===== config.mk =====
export PLATFORM = sky130hd
export DESIGN_NAME = dma_hold_arbiter_flat
export DESIGN_NICKNAME = d
export VERILOG_FILES = /design/src/rtl/dma_hold_arbiter_if.sv /design/src/rtl/dma_hold_arbiter.sv /design/src/flat_wrapper.sv
export SDC_FILE = /design/constraint.sdc
export NUM_CORES = 1
export LEC_CHECK = 0
export BUFFER_PORTS_ARGS = -buffer_cell sky130_fd_sc_hd__buf_4
export CELL_PAD_IN_SITES_DETAIL_PLACEMENT = 2
export CELL_PAD_IN_SITES_GLOBAL_PLACEMENT = 2
export CORE_AREA = 2 2 88 90
export CTS_CLUSTER_SIZE = 28
export DETAILED_ROUTE_END_ITERATION = 12
export DIE_AREA = 0 0 90 92
export MAX_ROUTING_LAYER = met4
export PLACE_DENSITY = 0.53
export SLEW_MARGIN = 20
export SYNTH_ARGS = -nofsm -noshare
export SYNTH_HDL_FRONTEND = slang
export SYNTH_SLANG_ARGS = --single-unit
export TNS_END_PERCENT = 1

===== constraint.sdc =====
create_clock -name clk -period 4.6 [get_ports clk]
set_clock_uncertainty 0.2 [all_clocks]
set_input_delay 0.92 -clock clk [delete_from_list [all_inputs] [get_ports clk]]
set_output_delay 0.92 -clock clk [all_outputs]
set_load 0.1 [all_outputs]

===== src/rtl/dma_hold_arbiter_if.sv =====
// Bus-hold handshake bundle between the DMA hold arbiter, the CPU and the DMA requesters.
// The master modport is the arbiter side; the slave modport is the requester/CPU side.
interface dma_hold_arbiter_if #(
  parameter int unsigned N_REQ = 2
);
  logic [N_REQ-1:0] hold_req;
  logic             cpu_idle;
  logic [N_REQ-1:0] clr_overrun;
  logic [N_REQ-1:0] hold_ack;
  logic             cpu_stall;
  logic [2:0]       bus_owner;
  logic [N_REQ-1:0] overrun;
  logic             irq;

  modport master (
    input  hold_req,
    input  cpu_idle,
    input  clr_overrun,
    output hold_ack,
    output cpu_stall,
    output bus_owner,
    output overrun,
    output irq
  );

  modport slave (
    output hold_req,
    output cpu_idle,
    output clr_overrun,
    input  hold_ack,
    input  cpu_stall,
    input  bus_owner,
    input  overrun,
    input  irq
  );
endinterface


===== src/rtl/dma_hold_arbiter.sv =====
// Round-robin HOLD/HOLD_ACK arbiter for the external memory bus. Stalls the CPU at a safe
// point, grants one DMA requester at a time, guarantees a CPU slot between grants and flags
// requesters whose grant reaches MAX_HOLD cycles.
module dma_hold_arbiter #(
  parameter int unsigned N_REQ    = 2,
  parameter int unsigned CPU_SLOT = 4,
  parameter int unsigned MAX_HOLD = 1024
) (
  input  logic               clk,
  input  logic               reset_n,
  dma_hold_arbiter_if.master bus
);
  localparam int unsigned HoldW = $clog2(MAX_HOLD + 1);
  localparam int unsigned SlotW = (CPU_SLOT == 0) ? 1 : $clog2(CPU_SLOT + 1);
  localparam logic [HoldW-1:0] HoldMax  = HoldW'(MAX_HOLD);
  localparam logic [SlotW-1:0] SlotLoad = SlotW'(CPU_SLOT);
  // Requester 0 wins the first tie after reset.
  localparam logic [2:0]       LastInit = 3'(N_REQ - 1);

  typedef enum logic [1:0] {StCpuOwn, StStall, StGrant, StRelease} state_e;

  state_e           state_q, state_d;
  logic [2:0]       winner_q, winner_d;
  logic [2:0]       last_q, last_d;
  logic [HoldW-1:0] hold_cnt_q, hold_cnt_d;
  logic [SlotW-1:0] slot_q, slot_d;
  logic [N_REQ-1:0] ack_q, ack_d;
  logic [N_REQ-1:0] ovr_q, ovr_d;
  logic [2:0]       owner_q, owner_d;
  logic             stall_q, stall_d;
  logic             irq_q, irq_d;
  logic [2:0]       rr_pick;
  logic             rr_any;
  logic             win_req;
  logic             ovr_set;

  // Round-robin pick: first requester above last_grant, else first from 0 upwards.
  always_comb begin
    rr_pick = '0;
    rr_any  = |bus.hold_req;
    for (int j = int'(N_REQ) - 1; j >= 0; j--) begin
      if (bus.hold_req[j] && (j <= int'(last_q))) rr_pick = 3'(j);
    end
    // Second pass overrides the wrap-around candidates.
    for (int j = int'(N_REQ) - 1; j >= 0; j--) begin
      if (bus.hold_req[j] && (j > int'(last_q))) rr_pick = 3'(j);
    end
  end

  // HOLD level of the currently latched winner.
  always_comb begin
    win_req = 1'b0;
    for (int j = 0; j < int'(N_REQ); j++) begin
      if (3'(j) == winner_q) win_req = bus.hold_req[j];
    end
  end

  // Next-state logic: arbitration, safe-point stall, grant timing and CPU slot countdown.
  always_comb begin
    state_d    = state_q;
    winner_d   = winner_q;
    last_d     = last_q;
    hold_cnt_d = hold_cnt_q;
    slot_d     = slot_q;
    ovr_set    = 1'b0;
    unique case (state_q)
      StCpuOwn: begin
        if ((slot_q == '0) && rr_any) begin
          winner_d = rr_pick;
          state_d  = StStall;
        end else if (slot_q != '0) begin
          slot_d = slot_q - 1'b1;
        end
      end
      StStall: begin
        // Requester gave up before the CPU reached a safe point: no grant, no CPU slot.
        if (!win_req) begin
          state_d = StCpuOwn;
        end else if (bus.cpu_idle) begin
          state_d    = StGrant;
          last_d     = winner_q;
          hold_cnt_d = '0;
        end
      end
      StGrant: begin
        if (hold_cnt_q != HoldMax) begin
          hold_cnt_d = hold_cnt_q + 1'b1;
          ovr_set    = ((hold_cnt_q + 1'b1) == HoldMax);
        end
        if (!win_req) state_d = StRelease;
      end
      StRelease: begin
        slot_d  = SlotLoad;
        state_d = StCpuOwn;
      end
      default: state_d = StCpuOwn;
    endcase
  end

  // Output decode from next state, so every output leaves a flop.
  always_comb begin
    stall_d = (state_d != StCpuOwn);
    ack_d   = '0;
    owner_d = '0;
    if (state_d == StGrant) begin
      for (int j = 0; j < int'(N_REQ); j++) begin
        ack_d[j] = (3'(j) == winner_d);
      end
      owner_d = winner_d + 3'd1;
    end
    // Clear first, then set, so a coincident set wins.
    ovr_d = ovr_q & ~bus.clr_overrun;
    if (ovr_set) begin
      for (int j = 0; j < int'(N_REQ); j++) begin
        if (3'(j) == winner_q) ovr_d[j] = 1'b1;
      end
    end
    irq_d = |ovr_d;
  end

  // State and output registers with asynchronous reset.
  always_ff @(posedge clk or negedge reset_n) begin
    if (!reset_n) begin
      state_q    <= StCpuOwn;
      winner_q   <= '0;
      last_q     <= LastInit;
      hold_cnt_q <= '0;
      slot_q     <= '0;
      ack_q      <= '0;
      ovr_q      <= '0;
      owner_q    <= '0;
      stall_q    <= 1'b0;
      irq_q      <= 1'b0;
    end else begin
      state_q    <= state_d;
      winner_q   <= winner_d;
      last_q     <= last_d;
      hold_cnt_q <= hold_cnt_d;
      slot_q     <= slot_d;
      ack_q      <= ack_d;
      ovr_q      <= ovr_d;
      owner_q    <= owner_d;
      stall_q    <= stall_d;
      irq_q      <= irq_d;
    end
  end

  assign bus.hold_ack  = ack_q;
  assign bus.cpu_stall = stall_q;
  assign bus.bus_owner = owner_q;
  assign bus.overrun   = ovr_q;
  assign bus.irq       = irq_q;

endmodule


===== src/flat_wrapper.sv =====
// flat-port wrapper written by rule: the top's interface ports become plain ports
module dma_hold_arbiter_flat 
#(
  parameter int unsigned N_REQ    = 2,
  parameter int unsigned CPU_SLOT = 4,
  parameter int unsigned MAX_HOLD = 1024
)
  (clk, reset_n, bus_hold_req, bus_cpu_idle, bus_clr_overrun, bus_hold_ack, bus_cpu_stall, bus_bus_owner, bus_overrun, bus_irq);
  dma_hold_arbiter_if #(.N_REQ(N_REQ)) bus_i ();
  input  logic clk;
  input  logic reset_n;
  input wire logic [$bits(bus_i.hold_req)-1:0] bus_hold_req;
  input wire logic [$bits(bus_i.cpu_idle)-1:0] bus_cpu_idle;
  input wire logic [$bits(bus_i.clr_overrun)-1:0] bus_clr_overrun;
  output wire logic [$bits(bus_i.hold_ack)-1:0] bus_hold_ack;
  output wire logic [$bits(bus_i.cpu_stall)-1:0] bus_cpu_stall;
  output wire logic [$bits(bus_i.bus_owner)-1:0] bus_bus_owner;
  output wire logic [$bits(bus_i.overrun)-1:0] bus_overrun;
  output wire logic [$bits(bus_i.irq)-1:0] bus_irq;
  assign bus_i.hold_req = bus_hold_req;
  assign bus_i.cpu_idle = bus_cpu_idle;
  assign bus_i.clr_overrun = bus_clr_overrun;
  assign bus_hold_ack = bus_i.hold_ack;
  assign bus_cpu_stall = bus_i.cpu_stall;
  assign bus_bus_owner = bus_i.bus_owner;
  assign bus_overrun = bus_i.overrun;
  assign bus_irq = bus_i.irq;
  dma_hold_arbiter #(.N_REQ(N_REQ), .CPU_SLOT(CPU_SLOT), .MAX_HOLD(MAX_HOLD)) u_core (.clk(clk), .reset_n(reset_n), .bus(bus_i));
endmodule

==> impl_metrics.yaml, run 1 <==
run_status:
  status: "complete, no violations"
sta:
  setup_viol: 0
  period_needed_ns: 2.59
  max_slew.worst_pin.slew_ns: 0.599
  report.final.hold_viol_count: 0
  grt_setup_unrepaired: "no"
  timing.setup.tns_ns: 0
  final-max-slew-violation-count: 0
  fmax_mhz: 386
  finalCritPeriodShare: 0.564
  worst_slew_margin_rel: 0.601
route:
  routed_via_density: 4.63
  drcViolationCount: 0
  totalWireLength_um: 4690
  drt-pass1-iter-count: 4
  overall_via_count_from_detail_route: 1389
  antenna_left: 0
  drt-wirelength-per-cell_um: 15.6
  initialDrtViolationCount: 12
placement:
  port_buffers: 15
  hpwl_after_detailed_placement_um: 3530
  gp_congestion: 0.751
critical_path:
  worst-endpoint-required_ns: 4.59
  critPathMaxStageDelay_ns: 0.72
  crit_family: "simple AND/OR/NAND/NOR gates"
  reg2reg_slack_ns: 2.01
  crit_buf_inv: 2
  cp_cell_sequence: "inv_1 -> ha_1 -> inv_1 -> or4_2 -> o221ai_1"
  startpoint_type: "flip-flop"
  timing.rr.end: "u_core.hold_cnt_q[8]"
  setup.worst_path.end_class: "flip-flop"
  cp_common_cell: "sky130_fd_sc_hd__inv_1"
  critPathSlowestCell: "sky130_fd_sc_hd__or4_2"
  r2r.worst_path.cells: 5
  critical_path.max_fanout: 16
  r2r-start: "u_core.state_q[0]"
  crit_arrival_ns: 2.58
  worst-setup-path-type: "reg2reg"
logic_synthesis:
  mappedNetlistArea_um2: 1780
  synthCells: 181
  syn_nets: 201
  synth_flop_cell: "sky130_fd_sc_hd__dfrtp_1"
  yosys_register_bits: 31
  ys_seq_area_frac: 0.438
  synth_edf_count: 0
  yosysUniqueCellTypes: 49
  yosysWarnings: 0
  async_reset_ff_frac: 1.00
  post_synth.cell_area_avg_um2: 9.81
final_layout:
  layout.cells.most_common_list: "sky130_fd_sc_hd__dfrtp_1 (30), sky130_fd_sc_hd__nand2_1 (24), sky130_fd_sc_hd__inv_1 (15), sky130_fd_sc_hd__buf_4 (15), sky130_fd_sc_hd__ha_1 (13)"
  layout_commonest_cell: "sky130_fd_sc_hd__dfrtp_1"
  fin_util: 0.282
  fin_nets: 217
  layout_cells_sized_above_1: 0.177
  synthToLayoutAreaGrowth_pct: 18.4
  insertedDiodeCount: 0
clock_tree:
  cts.repair_timing.setup_buffer_count: 0
  tritoncts_buffer_count: 5
  ctsRootBufferMaster: "sky130_fd_sc_hd__clkbuf_8"
  clock_sink_count: 31
  htreeDepth: 2
  worst_skew_pair.late_latency_ns: 0.28
  tritoncts: "done"
  cts_repair_resize_count: 0
  cts_hold_buf: 0
  ctsLongestPathBuffers: 2
  clk_pin_slew_worst_paths_ns: 0.07
die:
  core_region_area_um2: 7450
  io_pins: 16
  chipWidth_um: 90
  die_area_um2: 8280
  fp-row-count: 32
  initial_core_util: 0.238
  chipHeight_um: 92
grt:
  first_pass_grt_wire_length_um: 8340
  global_route.overflow_total: 0
  grt_max_degree: 32
  grt_antenna_before_repair: 0
  grt_pass1_vias: 1638
  grt_use_total: 0.131
hold_path:
  holdPathEnd: "u_core.last_q[0]"
  worst_hold_path_type: "reg2reg"
  min_path_cells: 2
  timing.hold.worst.start: "u_core.last_q[0]"
power:
  p_per_area_nw_per_um2: 594
  cellLeakagePower_uw: 0.000974
  power.ir.vdd_worst_uv: 259
job:
  maxCapViolations: 0
[power by group]
part           switching (uW)  total (uW)  internal, uW
logic                     335         507           172
registers                73.2         415           342
clock network             109         325           217
total                     516        1250           731
[cell type report]
class	count	area, um^2
fill	872	5350
multi-input combinational	129	896
sequential	31	777
tap	102	128
timing repair buffer	15	113
clock buffer	6	72.6
clock inverter	2	60.1
inverter	15	56.3
[Yosys cell counts, drive strengths merged (2+ instances only)]
master / n / area [um^2]
inv: 15 / 56.3
nand3b: 2 / 15.0
dfrtp: 30 / 751
and3: 3 / 18.8
and2: 5 / 31.3
or4b: 2 / 20.0
nand2b: 4 / 25.0
xor2: 2 / 17.5
o221ai: 2 / 17.5
mux2: 2 / 22.5
o211ai: 2 / 15.0
o31ai: 6 / 45.0
ha: 13 / 163
clkbuf: 2 / 7.51
nor2: 9 / 33.8
xnor2: 2 / 17.5
or3: 2 / 12.5
nand3: 7 / 35.0
nor3: 6 / 30.0
a22o: 2 / 18.8
nand2: 24 / 90.1
a211o: 2 / 17.5
or2: 2 / 12.5
or4: 3 / 27.5
nand4: 4 / 46.3
o21ai: 9 / 45.0
buf: 4 / 38.8
a21oi: 2 / 13.8
[cell families after synthesis]
group | Yosys count | share of synthesized area
xor gates and xnor gates | 4 | 0.0197
adders and majority gates | 13 | 0.0916
AOI/OAI and AO/OA | 35 | 0.144
and+or+nand+nor | 75 | 0.236
muxes | 2 | 0.0127
buffers and inverters | 21 | 0.0578
DFF | 31 | 0.438
[stage by stage]
step                instances  total power (uW)  setup slack [ns]  instance area, um^2  hold WS (ns)
finish                    300              1250              2.01                 2100         0.291
CTS                       300              1280              1.95                 2100         0.299
detailed placement        292               946              1.92                 1970         0.281
global route              300              1360              1.79                 2100         0.327
global placement          292               909              2.00                 1970         0.285
floorplan                 181               815              2.28                 1780         0.254
[sequential cells by signal (all words and copies together), names as in the netlist]
signal                cells
u_core.slot_q             3
u_core.state_q            2
u_core.bus.overrun        2
u_core.hold_cnt_q        11
u_core.winner_q           3
u_core.bus.irq            1
u_core.bus.hold_ack       2
u_core.bus.cpu_stall      1
u_core.last_q             3
u_core.bus.bus_owner      3
[per-layer routing]
metal  up-vias  routed length [um]  global-route usage
met5         -                   0                   -
met1       693                2040               0.149
met4         0                  85              0.0449
li1        663                   -                   -
met2        23                2450               0.231
met3        10                 122              0.0255
[how the worst max path moves through the flow]
stage / start / to / slack, ns / depth (start not counted)
2_1_floorplan: bus_hold_req[1] / u_core.hold_cnt_q[7] / 2.28 / 6
3_3_place_gp: bus_hold_req[0] / u_core.hold_cnt_q[10] / 2.00 / 5
3_5_place_dp: bus_hold_req[0] / u_core.hold_cnt_q[3] / 1.92 / 6
4_1_cts: u_core.state_q[0] / u_core.hold_cnt_q[8] / 1.95 / 5
5_1_grt: u_core.state_q[0] / u_core.hold_cnt_q[8] / 1.79 / 5
6_report: u_core.state_q[0] / u_core.hold_cnt_q[8] / 2.01 / 5
[worst min-delay path, cell delays in order, from the launching register on]
cell                      delay [ns]
sky130_fd_sc_hd__dfstp_2        0.37
sky130_fd_sc_hd__nand2_1        0.04
sky130_fd_sc_hd__o21ai_0        0.07
Power figures use the tool's default switching activity.
==> run 2: changes to the inputs <==
--- a/config.mk
+++ b/config.mk
@@ -5,15 +5,16 @@
 export SDC_FILE = /design/constraint.sdc
 export NUM_CORES = 1
 export LEC_CHECK = 0
+export ABC_AREA = 1
 export BUFFER_PORTS_ARGS = -buffer_cell sky130_fd_sc_hd__buf_4
 export CELL_PAD_IN_SITES_DETAIL_PLACEMENT = 2
 export CELL_PAD_IN_SITES_GLOBAL_PLACEMENT = 2
-export CORE_AREA = 2 2 88 90
+export CORE_AREA = 2 2 90 92
 export CTS_CLUSTER_SIZE = 28
 export DETAILED_ROUTE_END_ITERATION = 12
-export DIE_AREA = 0 0 90 92
+export DIE_AREA = 0 0 92 94
 export MAX_ROUTING_LAYER = met4
-export PLACE_DENSITY = 0.53
+export PLACE_DENSITY = 0.59
 export SLEW_MARGIN = 20
 export SYNTH_ARGS = -nofsm -noshare
 export SYNTH_HDL_FRONTEND = slang
==> constraint.sdc (replaced) <==
create_clock -name clk -period 2.25 [get_ports clk]
set_clock_uncertainty 0.2 [all_clocks]
set_input_delay 0.45 -clock clk [delete_from_list [all_inputs] [get_ports clk]]
set_output_delay 0.45 -clock clk [all_outputs]
set_load 0.1 [all_outputs]
==> run 2 against run 1 <==
  * Combinational power rose to 2.5 times the previous value
  * Largest power group unchanged
  * Core utilization increased by 1.5 points
  * Clock-buffer cell count is 1 lower
  * Routed wire length rose by 7.6%
  * Critical endpoint is now u_core.bus.bus_owner[2]
  * Sequential power is 89% higher
  * Global-route usage up 0.31 points
  * Final area grew 7.5%
  * Clock power is 76% higher
  * Critical path depth up 7
  * Sequential share of layout area fell by 2.6 points
  * Register-to-register slack got worse by 1.8 ns
  * Total power is 110% higher
==> impl_metrics.yaml, run 2 <==
placement:
  hpwl_after_detailed_placement_um: 3960
  gp_congestion: 0.774
  place.detailed.instances: 362
  placed_cell_area_um2: 2130
  port_buffers: 15
die:
  chipWidth_um: 92
  io_pins: 16
  die_area_um2: 8650
  fp-row-count: 32
  core_region_area_um2: 7610
  initial_core_util: 0.248
  chipHeight_um: 94
sta:
  setup_viol: 0
  max_slew.worst_pin.slew_ns: 0.430
  period_needed_ns: 2.04
  fmax_mhz: 491
  final-max-slew-violation-count: 0
  worst_slew_margin_rel: 0.713
  timing.setup.tns_ns: 0
  hold_slack_ns: 0.297
  report.final.hold_viol_count: 0
  finalCritPeriodShare: 0.906
  grt_setup_unrepaired: "no"
logic_synthesis:
  ys_seq_area_frac: 0.412
  mappedNetlistArea_um2: 1890
  yosysWarnings: 0
  synth_edf_count: 0
  yosys_register_bits: 31
  async_reset_ff_frac: 1.00
  top_cells_by_area_in_the_synthesized_netlist: "sky130_fd_sc_hd__dfrtp_1 (40%), sky130_fd_sc_hd__nand2_1 (12%), sky130_fd_sc_hd__inv_1 (8.9%)"
  synth.top_cell.area_share: 0.398
  yosysUniqueCellTypes: 29
  post_synth.cell_area_avg_um2: 7.74
  netlist_top_cells_count: "sky130_fd_sc_hd__nand2_1 (61), sky130_fd_sc_hd__inv_1 (45), sky130_fd_sc_hd__dfrtp_1 (30)"
  synth_flop_cell: "sky130_fd_sc_hd__dfrtp_1"
  yosysMostFrequentCell: "sky130_fd_sc_hd__nand2_1"
  syn_nets: 264
  synthCells: 244
  synth_top_area_cell: "sky130_fd_sc_hd__dfrtp_1"
clock_tree:
  clock_sink_count: 31
  worst_skew_pair.late_latency_ns: 0.29
  ctsLongestPathBuffers: 2
  tritoncts: "done"
  htreeDepth: 2
  ctsRootBufferMaster: "sky130_fd_sc_hd__clkbuf_8"
  clk_pin_slew_worst_paths_ns: 0.08
  tritoncts_buffer_count: 5
critical_path:
  crit_buf_inv: 4
  timing.rr.end: "u_core.bus.bus_owner[2]"
  startpoint_type: "flip-flop"
  critPathSlowestCell: "sky130_fd_sc_hd__dfrtp_1"
  crit_family: "adder cells"
  reg2reg_slack_ns: 0.21
  worst_setup_path_startpoint: "u_core.slot_q[0]"
  setup.worst_path.end_class: "flip-flop"
  critical_path.max_fanout: 5
  cp_cell_sequence: "inv_1 -> ha_1 -> ha_2 -> nand2_1 -> inv_1 -> o21ai_0 -> inv_1 -> o21ai_1 -> buf_4 -> ha_1 -> xnor2_1 -> nor2_1"
  worstSetupEndpoint: "u_core.bus.bus_owner[2]"
  crit_arrival_ns: 2.01
  worst-endpoint-required_ns: 2.22
  critPathMaxStageDelay_ns: 0.37
  critical_path_depth: 12
  worst-setup-path-type: "reg2reg"
  cp_common_cell: "sky130_fd_sc_hd__inv_1"
  r2r-start: "u_core.slot_q[0]"
  r2r.worst_path.cells: 12
power:
  power.share.switching: 0.466
  power.ir.vdd_worst_uv: 470
  power.share.clock: 0.216
  cellLeakagePower_uw: 0.00114
  finalPower_uw: 2650
  comb_power_share: 0.488
  p_per_area_nw_per_um2: 1170
  power_report.internal_total_uw: 1410
  switchingPower_uw: 1230
  seq_power_share: 0.296
grt:
  grt_pass1_vias: 1805
  grt_use_total: 0.134
  grt_max_degree: 32
  global_route.overflow_total: 0
  first_pass_grt_wire_length_um: 8840
  grt_antenna_before_repair: 0
route:
  drt-pass1-iter-count: 4
  routed_via_density: 4.35
  antenna_left: 0
  totalWireLength_um: 5050
  overall_via_count_from_detail_route: 1614
  drt-wirelength-per-cell_um: 13.6
  drcViolationCount: 0
  initialDrtViolationCount: 27
final_layout:
  layout_commonest_cell: "sky130_fd_sc_hd__nand2_1"
  fin_nets: 288
  synthToLayoutAreaGrowth_pct: 19.7
  largest_register: "u_core.hold_cnt_q"
  stdcell_count: 371
  layout.cells.most_common_list: "sky130_fd_sc_hd__nand2_1 (61), sky130_fd_sc_hd__inv_1 (45), sky130_fd_sc_hd__dfrtp_1 (30)"
  insertedDiodeCount: 0
  layout_cells_sized_above_1: 0.208
  final_area_um2: 2260
  nFillCells: 913
  largest_register_ff_count: 11
run_status:
  status: "complete, no violations"
hold_path:
  worst_hold_path_type: "reg2reg"
job:
  maxCapViolations: 0
[run 2: cell types whose count changed after synthesis, moves of 4 or more]
cell	change
sky130_fd_sc_hd__nand2_1	+37
sky130_fd_sc_hd__inv_1	+30
sky130_fd_sc_hd__nor2_1	+16
sky130_fd_sc_hd__nand3_1	+11
sky130_fd_sc_hd__o21ai_2	+10
sky130_fd_sc_hd__nor2_2	+6
sky130_fd_sc_hd__o31ai_1	-6
sky130_fd_sc_hd__and2_1	-5
sky130_fd_sc_hd__nand2b_1	-4
sky130_fd_sc_hd__nor3_1	-4
[run 2: per-stage QoR]
step | worst slack (ns) | util
after global routing | 0.00506 | 0.297
final | 0.212 | 0.297
after CTS | 0.141 | 0.297
after detailed placement | 0.157 | 0.281
after floorplan | 0.164 | -
after global placement | 0.187 | 0.281
[run 2: final cells by class]
| cell class | instances | area, um^2 | share of cell area |
|---|---|---|---|
| Timing Repair Buffer | 21 | 160 | 0.0709 |
| Clock buffer | 5 | 68.8 | 0.0305 |
| Sequential cell | 31 | 777 | 0.344 |
| Multi-Input combinational cell | 163 | 910 | 0.403 |
| Clock inverter | 3 | 43.8 | 0.0194 |
| Inverter | 46 | 173 | 0.0764 |
| Tap cell | 102 | 128 | 0.0565 |
[run 2: layer usage]
metal	GRT usage	up-vias	wire, um	share of wire
met1	0.154	798	2240	0.44
met2	0.244	11	2680	0.53
met4	0.0261	0	40	0.0079
met3	0.0265	5	96	0.019
met5	-	-	0	0
li1	-	800	-	-
[run 2: power groups by stage]
stage	clock network, uW	registers (uW)	logic [uW]
after floorplan	0	1040	715
final	572	785	1290
after global routing	620	807	1470
after global placement	0	792	1310
after detailed placement	0	799	1320
after CTS	603	790	1330
[run 2: timing repair]
item	CTS	global route
gates resized for setup	0	2
hold buffers	1	0
buffers inserted	0	0
endpoints found under the setup margin	0	2
endpoints found under the hold margin	30	0
[run 2: cells by family after synthesis]
logic type | Yosys count | share of synthesized area
AND/OR/NAND/NOR | 125 | 0.300
buffers and inverters | 50 | 0.108
flip-flops | 31 | 0.412
AO/OA/AOI/OAI | 24 | 0.0901
adder cells (fa/ha/maj) | 13 | 0.0862
XOR/XNOR | 1 | 0.00464
[run 2: worst min-delay path: cells and delay by family, from the launching register on]
family / cells / cell delay [ns]
AND/OR/NAND/NOR: 1 / 0.05
AO/OA/AOI/OAI: 1 / 0.07
flip-flops: 1 / 0.37
[run 2: worst min-delay path by stage]
stage / start / end / slack, ns / cells past startpoint
after floorplan: reset_n / u_core.bus.bus_owner[0] / -0.05 / 0
after global placement: reset_n / u_core.hold_cnt_q[2] / 0.23 / 1
after detailed placement: reset_n / u_core.hold_cnt_q[2] / 0.23 / 1
after CTS: u_core.last_q[0] / u_core.last_q[0] / 0.30 / 2
after global routing: u_core.last_q[2] / u_core.last_q[2] / 0.33 / 2
final: u_core.last_q[0] / u_core.last_q[0] / 0.30 / 2
==> run 3: changes to the inputs <==
--- a/config.mk
+++ b/config.mk
@@ -15,6 +15,7 @@
 export DIE_AREA = 0 0 92 94
 export MAX_ROUTING_LAYER = met4
 export PLACE_DENSITY = 0.59
+export SETUP_SLACK_MARGIN = 0.4
 export SLEW_MARGIN = 20
 export SYNTH_ARGS = -nofsm -noshare
 export SYNTH_HDL_FRONTEND = slang
==> run 3 against run 2 <==
  * Sequential share of layout area fell by 2.3 points
  * Cell count increased by 2.2%
  * Critical endpoint unchanged
  * Register-to-register slack better by 0.19 ns
  * Highest routed layer unchanged
  * Clock-buffer cell count unchanged
  * First-iteration DRC count up 30%
  * Via count rose by 2.4%
  * Die area stayed put
  * Core utilization rose by 2.5 points
  * Final area increased by 8.4%
  * Routed wire length is 1.1% lower
  * Total power grew 11%
==> impl_metrics.yaml, run 3 (synthesized netlist as in run 2, its figures left out) <==
final_layout:
  layout.cells.most_common_list: "sky130_fd_sc_hd__nand2_1 (58), sky130_fd_sc_hd__inv_1 (34), sky130_fd_sc_hd__buf_4 (26)"
  largest_register_ff_count: 11
  insertedDiodeCount: 0
  final_area_um2: 2450
  fin_nets: 296
  layout_commonest_cell: "sky130_fd_sc_hd__nand2_1"
  layout_cells_sized_above_1: 0.357
  synthToLayoutAreaGrowth_pct: 29.7
  largest_register: "u_core.hold_cnt_q"
  stdcell_count: 379
placement:
  gp_congestion: 0.736
  port_buffers: 15
  placed_cell_area_um2: 2120
  place.detailed.instances: 359
  dp_worst_setup_slack_ns: 0.157
  hpwl_after_detailed_placement_um: 3690
clock_tree:
  tritoncts_buffer_count: 5
  clk_pin_slew_worst_paths_ns: 0.07
  clock_sink_count: 31
  ctsLongestPathBuffers: 2
  worst_skew_pair.late_latency_ns: 0.29
  tritoncts: "done"
  ctsRootBufferMaster: "sky130_fd_sc_hd__clkbuf_8"
  htreeDepth: 2
power:
  power.ir.vdd_worst_uv: 690
  p_per_area_nw_per_um2: 1200
  cellLeakagePower_uw: 0.00117
sta:
  setup_viol: 0
  final-max-slew-violation-count: 0
  report.final.hold_viol_count: 0
  max_slew.worst_pin.slew_ns: 0.440
  timing.setup.tns_ns: 0
  worst_slew_margin_rel: 0.707
  period_needed_ns: 1.84
  finalCritPeriodShare: 0.820
  fin_ws_ns: 0.406
  grt_setup_unrepaired: "yes"
  fmax_mhz: 542
route:
  overall_via_count_from_detail_route: 1652
  initialDrtViolationCount: 35
  routed_via_density: 4.36
  drt-wirelength-per-cell_um: 13.2
  totalWireLength_um: 5000
  drcViolationCount: 0
  antenna_left: 0
  drt-pass1-iter-count: 4
critical_path:
  setup.worst_path.end_class: "flip-flop"
  crit_arrival_ns: 1.82
  startpoint_type: "flip-flop"
  critical_path.max_fanout: 3
  worst-endpoint-required_ns: 2.23
  worst-setup-path-type: "reg2reg"
die:
  die_area_um2: 8650
  chipWidth_um: 92
  core_region_area_um2: 7610
  chipHeight_um: 94
  fp-row-count: 32
  initial_core_util: 0.248
  io_pins: 16
grt:
  grt_max_degree: 32
  grt_antenna_before_repair: 0
  global_route.overflow_total: 0
  grt_pass1_vias: 1792
  grt_use_total: 0.135
  first_pass_grt_wire_length_um: 8910
hold_path:
  worst_hold_path_type: "in2reg"
job:
  maxCapViolations: 0
run_status:
  status: "complete, no violations"
## run 3: power breakdown
group          switching [uW]  total, uW  internal, uW  leakage (uW)
Sequential               95.2        808           713      0.000401
Clock                     235        565           330     0.0000581
Combinational            1010       1560           549      0.000713
## run 3: path summary, 6_finish.rpt
check,from,endpoint,slack [ns],cells past startpoint
max in group asynchronous,reset_n,u_core.last_q[0],1.06,2
min reg2reg,u_core.last_q[0],u_core.last_q[0],0.30,2
max,u_core.slot_q[0],u_core.bus.bus_owner[2],0.41,11
max reg2reg,u_core.slot_q[0],u_core.bus.bus_owner[2],0.41,11
min in group asynchronous,reset_n,u_core.hold_cnt_q[0],0.45,2
min,bus_hold_req[0],u_core.winner_q[1],0.29,4
## run 3: critical path: stages, from the launching register on
cell and delay [ns]:
sky130_fd_sc_hd__dfrtp_1 0.34, sky130_fd_sc_hd__inv_2 0.05, sky130_fd_sc_hd__ha_4 0.16, sky130_fd_sc_hd__ha_4 0.15
sky130_fd_sc_hd__nand2_2 0.06, sky130_fd_sc_hd__inv_2 0.05, sky130_fd_sc_hd__o21ai_2 0.06, sky130_fd_sc_hd__inv_2 0.08
sky130_fd_sc_hd__o21ai_4 0.21, sky130_fd_sc_hd__ha_2 0.20, sky130_fd_sc_hd__xnor2_1 0.11, sky130_fd_sc_hd__nor2_1 0.06
## run 3: final cells by class
cell class              count  area (um^2)
fillers                   899         5160
multi-input cells         163         1010
inverters                  46          173
flip-flops and latches     31          785
clock inverters             3         43.8
well taps                 102          128
clock buffers               5         68.8
repair buffers             29          236
## run 3: timing repair
action                     CTS  global route
setup endpoints to repair   19            22
resized for setup           18            23
hold buffers                 1             0
pin swaps                    6             9
setup buffers                7             4
hold endpoints to repair    30             0
## run 3: metrics by stage
step	utilization	hold slack, ns	total power [uW]
floorplan	-	-0.0456	1760
global placement	0.279	0.231	2050
global route	0.322	0.310	3220
detailed placement	0.279	0.233	2080
CTS	0.309	0.257	2840
finish	0.322	0.294	2930
## run 3: metal layers
metal	track usage	part of all wire
met1	0.164	0.44
met2	0.230	0.53
met3	0.0289	0.022
met4	0.0336	0.0094
met5	-	0
